==> config.mk <==
export PLATFORM = sky130hd
export DESIGN_NAME = sync_fifo_param
export DESIGN_NICKNAME = d
export VERILOG_FILES = /design/src/rtl/fifo_pkg.sv /design/src/rtl/fifo_mem.sv /design/src/rtl/sync_fifo_param.sv
export SDC_FILE = /design/constraint.sdc
export NUM_CORES = 1
export LEC_CHECK = 0
export CORE_MARGIN = 10
export CORE_UTILIZATION = 59
export DETAILED_ROUTE_END_ITERATION = 16
export PLACE_DENSITY = 0.8
export RECOVER_POWER = 25
export SYNTH_ARGS = -nofsm -noshare
export SYNTH_HDL_FRONTEND = slang
export SYNTH_SLANG_ARGS = --single-unit
export TNS_END_PERCENT = 1
==> constraint.sdc <==
create_clock -name clk -period 3.2 [get_ports clk]
set_input_delay 0.32 -clock clk [delete_from_list [all_inputs] [get_ports clk]]
set_output_delay 0.32 -clock clk [all_outputs]
set_load 0.005 [all_outputs]
==> src/rtl/fifo_pkg.sv <==
// fifo_pkg
// Shared helpers for the synchronous and dual-clock FIFOs.
//   ptr_width : address width for a given depth (clog2)
//   ptr_empty : pointers equal, including the wrap bit
//   ptr_full  : wrap bits differ, address bits equal
// Pointers are passed zero-extended to 32 bits along with the address
// width, so one set of helpers serves every depth.
package fifo_pkg;

    function automatic int ptr_width(input int depth);
        return $clog2(depth);
    endfunction

    function automatic logic ptr_empty(input logic [31:0] wp,
                                       input logic [31:0] rp,
                                       input int          pw);
        logic [31:0] mask;
        mask = (32'd1 << (pw + 1)) - 32'd1;
        return (wp & mask) == (rp & mask);
    endfunction

    function automatic logic ptr_full(input logic [31:0] wp,
                                      input logic [31:0] rp,
                                      input int          pw);
        logic [31:0] mask;
        mask = (32'd1 << pw) - 32'd1;
        return ((((wp ^ rp) >> pw) & 32'd1) == 32'd1) && ((wp & mask) == (rp & mask));
    endfunction

endpackage

==> src/rtl/fifo_mem.sv <==
// fifo_mem
// WIDTH x DEPTH storage with a synchronous write port and an
// asynchronous read port. Contents are not reset.
//   clk   : write clock
//   we    : write enable
//   waddr : write address
//   wdata : write data
//   raddr : read address
//   rdata : read data (combinational from raddr)
module fifo_mem #(
    parameter int WIDTH = 8,
    parameter int DEPTH = 16,
    parameter int AW    = 4
) (
    input  logic             clk,
    input  logic             we,
    input  logic [AW-1:0]    waddr,
    input  logic [WIDTH-1:0] wdata,
    input  logic [AW-1:0]    raddr,
    output logic [WIDTH-1:0] rdata
);

    logic [WIDTH-1:0] mem [DEPTH];

    always_ff @(posedge clk) begin
        if (we) begin
            mem[waddr] <= wdata;
        end
    end

    assign rdata = mem[raddr];

endmodule

==> src/rtl/sync_fifo_param.sv <==
// sync_fifo_param
// Single-clock FIFO with occupancy count, almost-full/almost-empty
// thresholds and a selectable first-word-fall-through read mode.
//   clk          : clock, rising edge
//   res          : asynchronous active-high reset
//   wr_en/wdata  : write request and data
//   rd_en        : read request (pop of the head word in FWFT mode)
//   rdata        : read data
//   full/empty   : occupancy == FIFO_SIZE / == 0
//   almost_full  : count >= AF_LEVEL
//   almost_empty : count <= AE_LEVEL
//   count        : occupancy 0..FIFO_SIZE
//   overflow     : one-cycle pulse after a rejected write
//   underflow    : one-cycle pulse after a rejected read
module sync_fifo_param
    import fifo_pkg::*;
#(
    parameter int WIDTH     = 8,
    parameter int FIFO_SIZE = 16,
    parameter int PTR_WIDTH = ptr_width(FIFO_SIZE),
    parameter int AF_LEVEL  = FIFO_SIZE - 2,
    parameter int AE_LEVEL  = 2,
    parameter bit FWFT      = 1'b0
) (
    input  logic                 clk,
    input  logic                 res,
    input  logic                 wr_en,
    input  logic [WIDTH-1:0]     wdata,
    input  logic                 rd_en,
    output logic [WIDTH-1:0]     rdata,
    output logic                 full,
    output logic                 empty,
    output logic                 almost_full,
    output logic                 almost_empty,
    output logic [PTR_WIDTH:0]   count,
    output logic                 overflow,
    output logic                 underflow
);

    localparam logic [PTR_WIDTH:0] AF_CNT = (PTR_WIDTH + 1)'(AF_LEVEL);
    localparam logic [PTR_WIDTH:0] AE_CNT = (PTR_WIDTH + 1)'(AE_LEVEL);

    logic [PTR_WIDTH:0] wr_ptr;
    logic [PTR_WIDTH:0] rd_ptr;
    logic [PTR_WIDTH:0] wr_ptr_nxt;
    logic [PTR_WIDTH:0] rd_ptr_nxt;
    logic [PTR_WIDTH:0] count_nxt;
    logic               wr_acc;
    logic               rd_acc;
    logic [WIDTH-1:0]   mem_rdata;

    // Gating uses the registered flags only: a simultaneous read does not
    // make room for a write when full, nor does a write feed a read when empty.
    assign wr_acc     = wr_en && !full;
    assign rd_acc     = rd_en && !empty;
    assign wr_ptr_nxt = wr_ptr + {{PTR_WIDTH{1'b0}}, wr_acc};
    assign rd_ptr_nxt = rd_ptr + {{PTR_WIDTH{1'b0}}, rd_acc};
    assign count_nxt  = wr_ptr_nxt - rd_ptr_nxt;

    always_ff @(posedge clk or posedge res) begin
        if (res) begin
            wr_ptr       <= '0;
            rd_ptr       <= '0;
            count        <= '0;
            full         <= 1'b0;
            empty        <= 1'b1;
            almost_full  <= 1'b0;
            almost_empty <= 1'b1;
            overflow     <= 1'b0;
            underflow    <= 1'b0;
        end else begin
            wr_ptr       <= wr_ptr_nxt;
            rd_ptr       <= rd_ptr_nxt;
            count        <= count_nxt;
            // All status flags come from next-state pointers so they line up
            // with count on the same edge.
            full         <= ptr_full(32'(wr_ptr_nxt), 32'(rd_ptr_nxt), PTR_WIDTH);
            empty        <= ptr_empty(32'(wr_ptr_nxt), 32'(rd_ptr_nxt), PTR_WIDTH);
            almost_full  <= (count_nxt >= AF_CNT);
            almost_empty <= (count_nxt <= AE_CNT);
            overflow     <= wr_en && full;
            underflow    <= rd_en && empty;
        end
    end

    fifo_mem #(
        .WIDTH (WIDTH),
        .DEPTH (FIFO_SIZE),
        .AW    (PTR_WIDTH)
    ) u_mem (
        .clk   (clk),
        .we    (wr_acc),
        .waddr (wr_ptr[PTR_WIDTH-1:0]),
        .wdata (wdata),
        .raddr (rd_ptr[PTR_WIDTH-1:0]),
        .rdata (mem_rdata)
    );

    generate
        if (FWFT) begin : g_fwft
            // Head word shown directly; forced to zero so stale memory
            // never leaks out while the FIFO is empty.
            assign rdata = empty ? '0 : mem_rdata;
        end else begin : g_reg
            logic [WIDTH-1:0] rdata_q;

            always_ff @(posedge clk or posedge res) begin
                if (res) begin
                    rdata_q <= '0;
                end else if (rd_acc) begin
                    rdata_q <= mem_rdata;
                end
            end

            assign rdata = rdata_q;
        end
    endgenerate

endmodule

==> results.ini, run 1 <==
[global_routing]
grtUsageTotal_pct = 17.1
grt_pass1_wl_um = 18900
grt_max_degree = 38
overflow = 0
first_global_vias = 3280
antenna_found_initial = 0

[synth]
synth.net_count = 333
synthFlopType = edfxtp_1
ys_seq_elements = 157
synth_area_um2 = 6270
ys_types = 39
yosysWarnings = 0
synth_edf_count = 128
avgSynthCellArea_um2 = 19.7
synth_seq_area_share_pct = 72.9
ys_async_sr_fraction_pct = 18.5
synthCells = 318

[sta]
post-route-min-period_ns = 2.93
setup_viol = 0
finalHoldViolCount = 0
rsz0062_at_grt = no
clock.fmax_mhz = 342
fin_hold_ws_ns = 0.391
drv_slew = 30
fin_skew_ns = 0.00796
worst_slew_pin_slew_ns = 1.57
relSlewSlack_pct = -4.77
fin_crit_sh_pct = 91.5

[clocking]
cts_tree = done
cts_buffer_depth = 2
htreeDepth = 4
cts-hold-fix-buffers = 0
cts.repair.resized = 0
cts_setup_buffers = 0
cts_buffers = 17
clock_latency_ns = 0.52
clockRootBuffer = clkbuf_8
clk_pin_slew_ns = 0.06
cts_sinks = 157

[finish]
final_core_util_pct = 71.4
n_fill_cell = 628
syn_to_final_growth_pct = 17.5
seqCellArea_um2 = 4570
fin_nets = 388
multi_input_area_um2 = 1590
antenna_cells = 0
drive_gt1_share_pct = 26.7

[setup_path]
cp.required_ns = 3.65
path_class = flop to flop
startpoint_type = flop
crit_fanout = 6
end_kind = flop
arrival_ns = 3.38

[floorplanning]
dieArea_um2 = 15200
rows = 37
initial_core_util_pct = 60.7
io_pins = 31
die_y_um = 123
die_x_um = 123
core_area_um2 = 10300

[detailed_routing]
wl_um = 12100
wl_per_cell_um = 23.2
firstDrtPassIters = 5
drc = 0
drt-initial-drc-count = 245
vias = 3138
routed_via_density = 6.01
ant_nets = 0

[power_and_ir_drop]
clkPwrFrac_pct = 25.0
p_sw_mw = 2.40
pwr-share-seq_pct = 38.1
p_int_mw = 5.09
powerDensity_nw_per_um2 = 1020
switching_share_pct = 32.0
p_leak_nw = 2.54
power.share.combinational_pct = 36.8
max-vdd-ir-drop_uv = 581

[run_status]
outcome = finished, violations left
violations = max-capacitance violations, max-slew violations

[worst_hold_path]
min_path_type = input pin to flop

[flow_run]
drv_cap = 1

[placement]
dp_hpwl_um = 7650
gp_congestion = 0.936
port-buffer-count = 30

[synthesized netlist by cell type, types with 5 or more instances]
| master | number | share of area [%] |
|---|---|---|
| xnor2_1 | 6 | 0.84 |
| edfxtp_1 | 128 | 61 |
| mux4_2 | 40 | 14 |
| nor2_1 | 18 | 1.1 |
| nor3_1 | 7 | 0.56 |
| mux2_2 | 8 | 1.4 |
| dfrtp_1 | 27 | 11 |
| inv_1 | 13 | 0.78 |
| buf_2 | 6 | 0.48 |
| xor2_1 | 7 | 0.98 |
| nand2_1 | 7 | 0.42 |
| clkbuf_1 | 5 | 0.30 |
[layout make-up]
class                   instances  share of cell area (%)
flip-flops and latches        157                    62.0
well taps                     136                    2.31
clock inverters                11                    1.63
repair buffers                 49                    5.96
multi-input cells             135                    21.6
inverters                      13                   0.662
clock buffers                  21                    5.82
[power groups by stage]
| stage | Combinational [mW] | Clock, mW | Sequential, mW |
|---|---|---|---|
| 2_1_floorplan | 1.94 | 0 | 2.78 |
| 3_3_place_gp | 2.65 | 0 | 2.86 |
| 3_5_place_dp | 2.71 | 0 | 2.89 |
| 4_1_cts | 2.76 | 1.90 | 2.86 |
| 5_1_grt | 2.98 | 1.99 | 2.89 |
| 6_report | 2.76 | 1.88 | 2.86 |
[through the flow]
stage                     power (mW)  setup TNS, ns  area (um^2)  cells  setup WS [ns]
after global routing            7.86              0         7370    522          0.151
final                           7.49              0         7370    522          0.272
after floorplan                 4.71              0         6270    318          0.445
after CTS                       7.52              0         7370    522          0.356
after detailed placement        5.60       -0.00926         6830    490       -0.00926
after global placement          5.51              0         6830    490          0.125
[path summary, 6_finish.rpt]
kind	slack, ns	depth (start not counted)	start	to
min	0.39	2	wr_en	overflow$_DFF_PP0_
max in group asynchronous	1.38	3	res	rd_ptr[0]$_DFF_PP0_
min in group asynchronous	0.80	3	res	rdata[4]$_DFFE_PP0P_
max reg2reg	0.27	10	empty$_DFF_PP1_	almost_empty$_DFF_PP1_
max	0.27	10	empty$_DFF_PP1_	almost_empty$_DFF_PP1_
min reg2reg	0.50	1	rdata[1]$_DFFE_PP0P_	rdata[1]$_DFFE_PP0P_
[worst max-delay path: stages (launching register included)]
cell and delay (ns):
dfstp_1 0.59, nand3b_2 0.23, xor2_1 0.31, xor2_1 0.23, ha_1 0.24, nor2b_1 0.15
o221ai_1 0.13, a21oi_1 0.18, nor3_1 0.09, or4_4 0.50, and4_1 0.21
[sequential cells by signal, summed over array words and instances, names as in the netlist]
| signal | cells |
|---|---|
| u_mem.mem | 128 |
| overflow | 1 |
| full | 1 |
| almost_empty | 1 |
| almost_full | 1 |
| rd_ptr | 5 |
| underflow | 1 |
| wr_ptr | 5 |
| count | 5 |
| rdata | 8 |
| empty | 1 |
[per-layer routing]
metal / GRT usage (%) / vias to the layer above / routed length (um)
met1: 22.5 / 1625 / 5160
li1: - / 1366 / -
met4: 6.19 / 0 / 167
met2: 26.9 / 133 / 5930
met5: 0 / - / 0
met3: 4.74 / 14 / 832
[cells by family (layout without fill, tap and decap cells)]
group	after synthesis	after routing	synth area share, %
DFF	157	157	72.9
AOI/OAI and AO/OA	12	12	1.24
adders and majority gates	5	5	0.918
muxes	48	48	15.8
and+or+nand+nor	55	55	4.71
xor gates and xnor gates	15	15	2.69
buffers and inverters	26	94	1.74
[cells in the final DEF, fill, tap and decap left out, types with 8 or more instances in the layout]
| cell type | synthesis | routed |
|---|---|---|
| edfxtp_1 | 128 | 128 |
| mux4_2 | 40 | 40 |
| dfrtp_1 | 27 | 26 |
| clkdlybuf4s50_1 | 0 | 24 |
| nor2_1 | 18 | 18 |
| buf_4 | 1 | 18 |
| clkbuf_16 | 0 | 16 |
| inv_1 | 13 | 13 |
| mux2_2 | 8 | 8 |
Power figures use the tool's default switching activity.
==> run 2, diff against run 1 <==
PLACE_DENSITY = 0.81   (was 0.8)
==> run 2 against run 1 <==
Against the previous run:
- the run now ends clean
- hold slack lost 0.0089 ns
- cell count shrank 0.57%
- global-route usage shrank 0.51 points
- register-to-register slack lost 0.02 ns
- maximum frequency shrank 0.52%
- sequential share of layout area is the same
- die area is the same
- via count shrank 0.22%
- largest power group unchanged
==> results.ini, run 2 (synthesis results as in run 1) <==
[sta]
finalHoldViolCount = 0  ; unchanged
fin_crit_sh_pct = 92.0  ; was 91.5%
fin_skew_ns = 0.00629  ; was 0.00796 ns
fin_setup_tns_ns = 0  ; unchanged
relSlewSlack_pct = 26.9  ; was -4.77%
fin_hold_ws_ns = 0.382  ; was 0.391 ns
rsz0062_at_grt = no  ; unchanged
clock.fmax_mhz = 340  ; was 342 MHz
post-route-min-period_ns = 2.94  ; was 2.93 ns
setup_ws_ns = 0.257  ; was 0.272 ns
drv_slew = 0  ; was 30
setup_viol = 0  ; unchanged
worst_slew_pin_slew_ns = 1.10  ; was 1.57 ns

[power_and_ir_drop]
switching_share_pct = 31.7  ; was 32.0%
p_leak_nw = 2.53  ; was 2.54 nW
pwr-share-seq_pct = 37.8  ; was 38.1%
p_sw_mw = 2.39  ; was 2.40 mW
max-vdd-ir-drop_uv = 588  ; was 581 uV
p_int_mw = 5.15  ; was 5.09 mW
clkPwrFrac_pct = 25.2  ; was 25.0%
power.share.combinational_pct = 37.0  ; was 36.8%
powerDensity_nw_per_um2 = 1020  ; about the same
total_power_mw = 7.54  ; was 7.49 mW

[clocking]
cts_setup_buffers = 0  ; unchanged
clockRootBuffer = clkbuf_8  ; unchanged
cts_tree = done  ; unchanged
clock_latency_ns = 0.52  ; about the same
htreeDepth = 4  ; unchanged
clk_pin_slew_ns = 0.06  ; about the same
cts_sinks = 157  ; unchanged
cts_buffers = 17  ; unchanged
cts_buffer_depth = 2  ; unchanged
cts.repair.resized = 0  ; unchanged
cts-hold-fix-buffers = 0  ; unchanged

[global_routing]
grtUsageTotal_pct = 16.6  ; was 17.1%
overflow = 0  ; unchanged
antenna_found_initial = 0  ; unchanged
first_global_vias = 3209  ; was 3280
grt_max_degree = 33  ; was 38
grt_pass1_wl_um = 18400  ; was 18900 um

[floorplanning]
dieArea_um2 = 15200  ; unchanged
initial_core_util_pct = 60.7  ; unchanged
rows = 37  ; unchanged
die_y_um = 123  ; unchanged
io_pins = 31  ; unchanged
die_x_um = 123  ; unchanged
core_area_um2 = 10300  ; unchanged

[detailed_routing]
drt-initial-drc-count = 257  ; was 245
firstDrtPassIters = 5  ; unchanged
routed_via_density = 6.03  ; was 6.01
wl_per_cell_um = 22.6  ; was 23.2 um
wl_um = 11700  ; was 12100 um
ant_nets = 0  ; unchanged
drc = 0  ; unchanged
vias = 3131  ; was 3138

[run_status]
outcome = finished, final reports clean  ; was finished, violations left

[placement]
gp_congestion = 0.854  ; was 0.936
port-buffer-count = 30  ; unchanged
place_ws_ns = 0.0225  ; was -0.00926 ns
dp_hpwl_um = 7640  ; was 7650 um

[finish]
final_core_util_pct = 71.4  ; unchanged
final_cell_mix = 128 x edfxtp_1, 40 x mux4_2, 26 x dfrtp_1, 24 x clkdlybuf4s50_1, 18 x nor2_1  ; was 128 x edfxtp_1, 40 x mux4_2, 26 x dfrtp_1, 24 x clkdlybuf4s50_1
n_fill_cell = 607  ; was 628
drive_gt1_share_pct = 26.6  ; was 26.7%
multi_input_area_um2 = 1590  ; unchanged
largest_reg_flops = 128  ; unchanged
top_register = u_mem.mem  ; unchanged
antenna_cells = 0  ; unchanged
syn_to_final_growth_pct = 17.5  ; unchanged
fin_nets = 385  ; was 388
seqCellArea_um2 = 4570  ; unchanged
layout_commonest_cell = edfxtp_1  ; unchanged

[setup_path]
cp_cell_sequence = nand3b_2, xor2_1, xor2_1, ha_1, buf_4, o221ai_1, a21oi_1, nor3_1, or4_4, and4_1  ; was nand3b_2, xor2_1, xor2_1, ha_1, nor2b_1, o221ai_1, a21oi_1, nor3_1, or4_4, and4_1
crit_fanout = 6  ; unchanged
reg2reg_to = almost_empty$_DFF_PP1_  ; unchanged
cpPeakStageDelay_ns = 0.59  ; about the same
critical-path-slowest-cell = dfstp_1  ; unchanged
r2r_slack_ns = 0.26  ; was 0.27 ns
reg2reg_depth = 10  ; unchanged
end_kind = flop  ; unchanged
cp.buffers_inverters = 1  ; was 0
critical_path_depth = 10  ; unchanged
startpoint_type = flop  ; unchanged
reg2reg_from = empty$_DFF_PP1_  ; unchanged
cp_common_cell = xor2_1  ; unchanged
cp_top_family = simple AND/OR/NAND/NOR gates  ; unchanged
arrival_ns = 3.39  ; was 3.38 ns
crit_path_end = almost_empty$_DFF_PP1_  ; unchanged
cp.required_ns = 3.65  ; about the same
path_class = flop to flop  ; unchanged
cp-startpoint = empty$_DFF_PP1_  ; unchanged

[flow_run]
drv_cap = 0  ; was 1

[worst_hold_path]
min_path_type = input pin to async pin  ; was input pin to flop

[run 2: worst reg2reg max path, cell delays in order, from the launching register on]
cell and delay (ns):
dfstp_1 0.59, nand3b_2 0.23, xor2_1 0.26, xor2_1 0.25, ha_1 0.25, buf_4 0.16
o221ai_1 0.14, a21oi_1 0.21, nor3_1 0.09, or4_4 0.50, and4_1 0.21
[run 2: layer usage]
layer	vias up	GRT usage (%)	share of wire [%]
met5	-	0	0
met4	0	7.13	1.7
met3	20	3.97	7.0
met2	142	25.9	50
met1	1609	22.0	41
li1	1360	-	-
[run 2: stage by stage]
stage	cell area (um^2)	cells
5_1_grt	7370	519
4_1_cts	7370	519
6_report	7370	519
3_3_place_gp	6800	487
2_1_floorplan	6270	318
3_5_place_dp	6800	487
[run 2: how the worst min path moves through the flow]
stage / depth (start not counted) / slack [ns] / to
detailed placement: 1 / 0.50 / rdata[6]$_DFFE_PP0P_
CTS: 2 / 0.36 / overflow$_DFF_PP0_
global placement: 1 / 0.49 / rdata[5]$_DFFE_PP0P_
finish: 2 / 0.38 / rdata[0]$_DFFE_PP0P_
floorplan: 1 / 0.40 / almost_full$_DFF_PP0_
global route: 2 / 0.40 / overflow$_DFF_PP0_
[run 2: cell type report]
| cell class | count | share of cell area, % |
|---|---|---|
| Clock buffer | 22 | 6.14 |
| Clock inverter | 10 | 1.56 |
| Inverter | 13 | 0.662 |
| Multi-Input combinational cell | 135 | 21.6 |
| Sequential cell | 157 | 62.0 |
| Tap cell | 136 | 2.31 |
| Timing Repair Buffer | 46 | 5.70 |
[run 2: power groups by stage]
stage          clock network (mW)  logic (mW)  registers, mW
2_1_floorplan                   0        1.94           2.78
3_3_place_gp                    0        2.65           2.86
3_5_place_dp                    0        2.73           2.89
4_1_cts                      1.93        2.79           2.86
5_1_grt                      2.02        3.01           2.89
6_report                     1.90        2.79           2.85
==> run 3, diff against run 2 <==
SETUP_SLACK_MARGIN = 0.2   (was unset)
==> run 3 against run 2 <==
Against the previous run:
- flip-flop and latch count unchanged
- combinational power barely moved
- global-route usage stayed put
- clock power hardly changed
- sequential share of layout area down 0.063 points
- sequential power about the same
- utilization is 0.073 points higher
- maximum frequency grew 2.6%
- routed wire length up 0.41%
- first-iteration DRC count rose by 18%
- worst setup slack improved by 0.075 ns
==> results.ini, run 3 (synthesis results as in run 1) <==
[clocking]
htreeDepth = 4  ; unchanged
clk_pin_slew_ns = 0.06  ; about the same
cts_tree = done  ; unchanged
cts_setup_buffers = 0  ; unchanged
clock_latency_ns = 0.52  ; about the same
cts_buffers = 17  ; unchanged
clockRootBuffer = clkbuf_8  ; unchanged
cts_sinks = 157  ; unchanged
cts_buffer_depth = 2  ; unchanged

[floorplanning]
rows = 37  ; unchanged
core_area_um2 = 10300  ; unchanged
io_pins = 31  ; unchanged
die_y_um = 123  ; unchanged
die_x_um = 123  ; unchanged
dieArea_um2 = 15200  ; unchanged
initial_core_util_pct = 60.7  ; unchanged

[power_and_ir_drop]
p_sw_mw = 2.40  ; was 2.39 mW
p_leak_nw = 2.53  ; about the same
clkPwrFrac_pct = 25.1  ; was 25.2%
p_int_mw = 5.15  ; about the same
switching_share_pct = 31.8  ; was 31.7%
pwr-share-seq_pct = 37.8  ; about the same
powerDensity_nw_per_um2 = 1020  ; about the same
power.share.combinational_pct = 37.1  ; was 37.0%
max-vdd-ir-drop_uv = 593  ; was 588 uV

[sta]
drv_slew = 0  ; unchanged
fin_setup_tns_ns = 0  ; unchanged
rsz0062_at_grt = no  ; unchanged
fin_crit_sh_pct = 89.6  ; was 92.0%
clock.fmax_mhz = 349  ; was 340 MHz
relSlewSlack_pct = 27.5  ; was 26.9%
finalHoldViolCount = 0  ; unchanged
setup_viol = 0  ; unchanged
post-route-min-period_ns = 2.87  ; was 2.94 ns
fin_skew_ns = 0.00618  ; was 0.00629 ns
worst_slew_pin_slew_ns = 1.09  ; was 1.10 ns

[global_routing]
grtUsageTotal_pct = 16.6  ; unchanged
grt_max_degree = 33  ; unchanged
first_global_vias = 3209  ; unchanged
antenna_found_initial = 0  ; unchanged
grt_pass1_wl_um = 18400  ; unchanged
overflow = 0  ; unchanged

[finish]
syn_to_final_growth_pct = 17.7  ; was 17.5%
drive_gt1_share_pct = 26.9  ; was 26.6%
final_cell_mix = 128 x edfxtp_1, 40 x mux4_2, 26 x dfrtp_1, 25 x clkdlybuf4s50_1, 18 x nor2_1  ; was 128 x edfxtp_1, 40 x mux4_2, 26 x dfrtp_1, 24 x clkdlybuf4s50_1, 18 x nor2_1
multi_input_area_um2 = 1600  ; was 1590 um^2
top_register = u_mem.mem  ; unchanged
antenna_cells = 0  ; unchanged
largest_reg_flops = 128  ; unchanged
seqCellArea_um2 = 4570  ; unchanged
final_cells = 519  ; unchanged
fin_nets = 385  ; unchanged
n_fill_cell = 603  ; was 607
layout_commonest_cell = edfxtp_1  ; unchanged

[detailed_routing]
wl_um = 11800  ; was 11700 um
drc = 0  ; unchanged
drt-initial-drc-count = 302  ; was 257
routed_via_density = 6.01  ; was 6.03
ant_nets = 0  ; unchanged
wl_per_cell_um = 22.7  ; was 22.6 um
vias = 3121  ; was 3131
firstDrtPassIters = 5  ; unchanged

[placement]
dp_hpwl_um = 7640  ; unchanged
gp_congestion = 0.854  ; unchanged
dpl.cell_count = 487  ; unchanged
port-buffer-count = 30  ; unchanged

[flow_run]
drv_cap = 0  ; unchanged

[setup_path]
end_kind = flop  ; unchanged
arrival_ns = 3.32  ; was 3.39 ns
path_class = flop to flop  ; unchanged
cp.required_ns = 3.65  ; about the same
crit_fanout = 6  ; unchanged
startpoint_type = flop  ; unchanged

[worst_hold_path]
min_path_type = input pin to async pin  ; unchanged

[run_status]
outcome = finished, final reports clean  ; unchanged

==> run 3: cell type report <==
type / count / area share, %
multi-input combinational: 135 / 21.7
tap: 136 / 2.31
sequential: 157 / 62.0
clock inverter: 10 / 1.56
inverter: 13 / 0.661
timing repair buffer: 46 / 5.70
clock buffer: 22 / 6.14
==> run 3: final timing paths <==
kind / from / to / slack (ns) / cells past startpoint
max: empty$_DFF_PP1_ / almost_empty$_DFF_PP1_ / 0.33 / 10
min: res / rdata[0]$_DFFE_PP0P_ / 0.38 / 2
max reg2reg: empty$_DFF_PP1_ / almost_empty$_DFF_PP1_ / 0.33 / 10
min reg2reg: rdata[6]$_DFFE_PP0P_ / rdata[6]$_DFFE_PP0P_ / 0.51 / 1
max in group asynchronous: res / rd_ptr[0]$_DFF_PP0_ / 2.10 / 2
min in group clk: wr_en / overflow$_DFF_PP0_ / 0.38 / 2
==> run 3: power by group through the flow <==
stage	logic [mW]	clock network [mW]	registers, mW
detailed placement	2.73	0	2.89
global route	3.02	2.02	2.90
global placement	2.65	0	2.86
finish	2.80	1.90	2.85
CTS	2.79	1.93	2.86
floorplan	1.94	0	2.78
==> run 3: metal layers <==
| layer | track usage, % | routed length (um) |
|---|---|---|
| met5 | 0 | 0 |
| met4 | 7.13 | 191 |
| met3 | 3.97 | 823 |
| met2 | 25.9 | 5850 |
| met1 | 22.0 | 4910 |
==> run 3: through the flow <==
stage	utilization, %	power [mW]	worst slack, ns	cell area (um^2)	hold WS [ns]
2_1_floorplan	-	4.71	0.445	6270	0.397
3_3_place_gp	65.9	5.51	0.152	6800	0.489
3_5_place_dp	65.9	5.62	0.0225	6800	0.497
4_1_cts	71.4	7.57	0.345	7370	0.361
5_1_grt	71.5	7.94	0.153	7380	0.399
6_report	71.5	7.55	0.332	7380	0.376
==> run 3: worst max-delay path, cell delays in order, from the launching register on <==
cell and delay, ns:
dfstp_1 0.58, nand3b_2 0.25, xor2_2 0.20, xor2_1 0.23, ha_1 0.25, buf_4 0.16
o221ai_1 0.13, a21oi_1 0.20, nor3_1 0.09, or4_4 0.50, and4_1 0.21
==> run 3: what timing repair did <==
item                                    CTS  global route
gates resized for setup                   0             2
hold buffers                              0             0
endpoints found under the setup margin    0             1
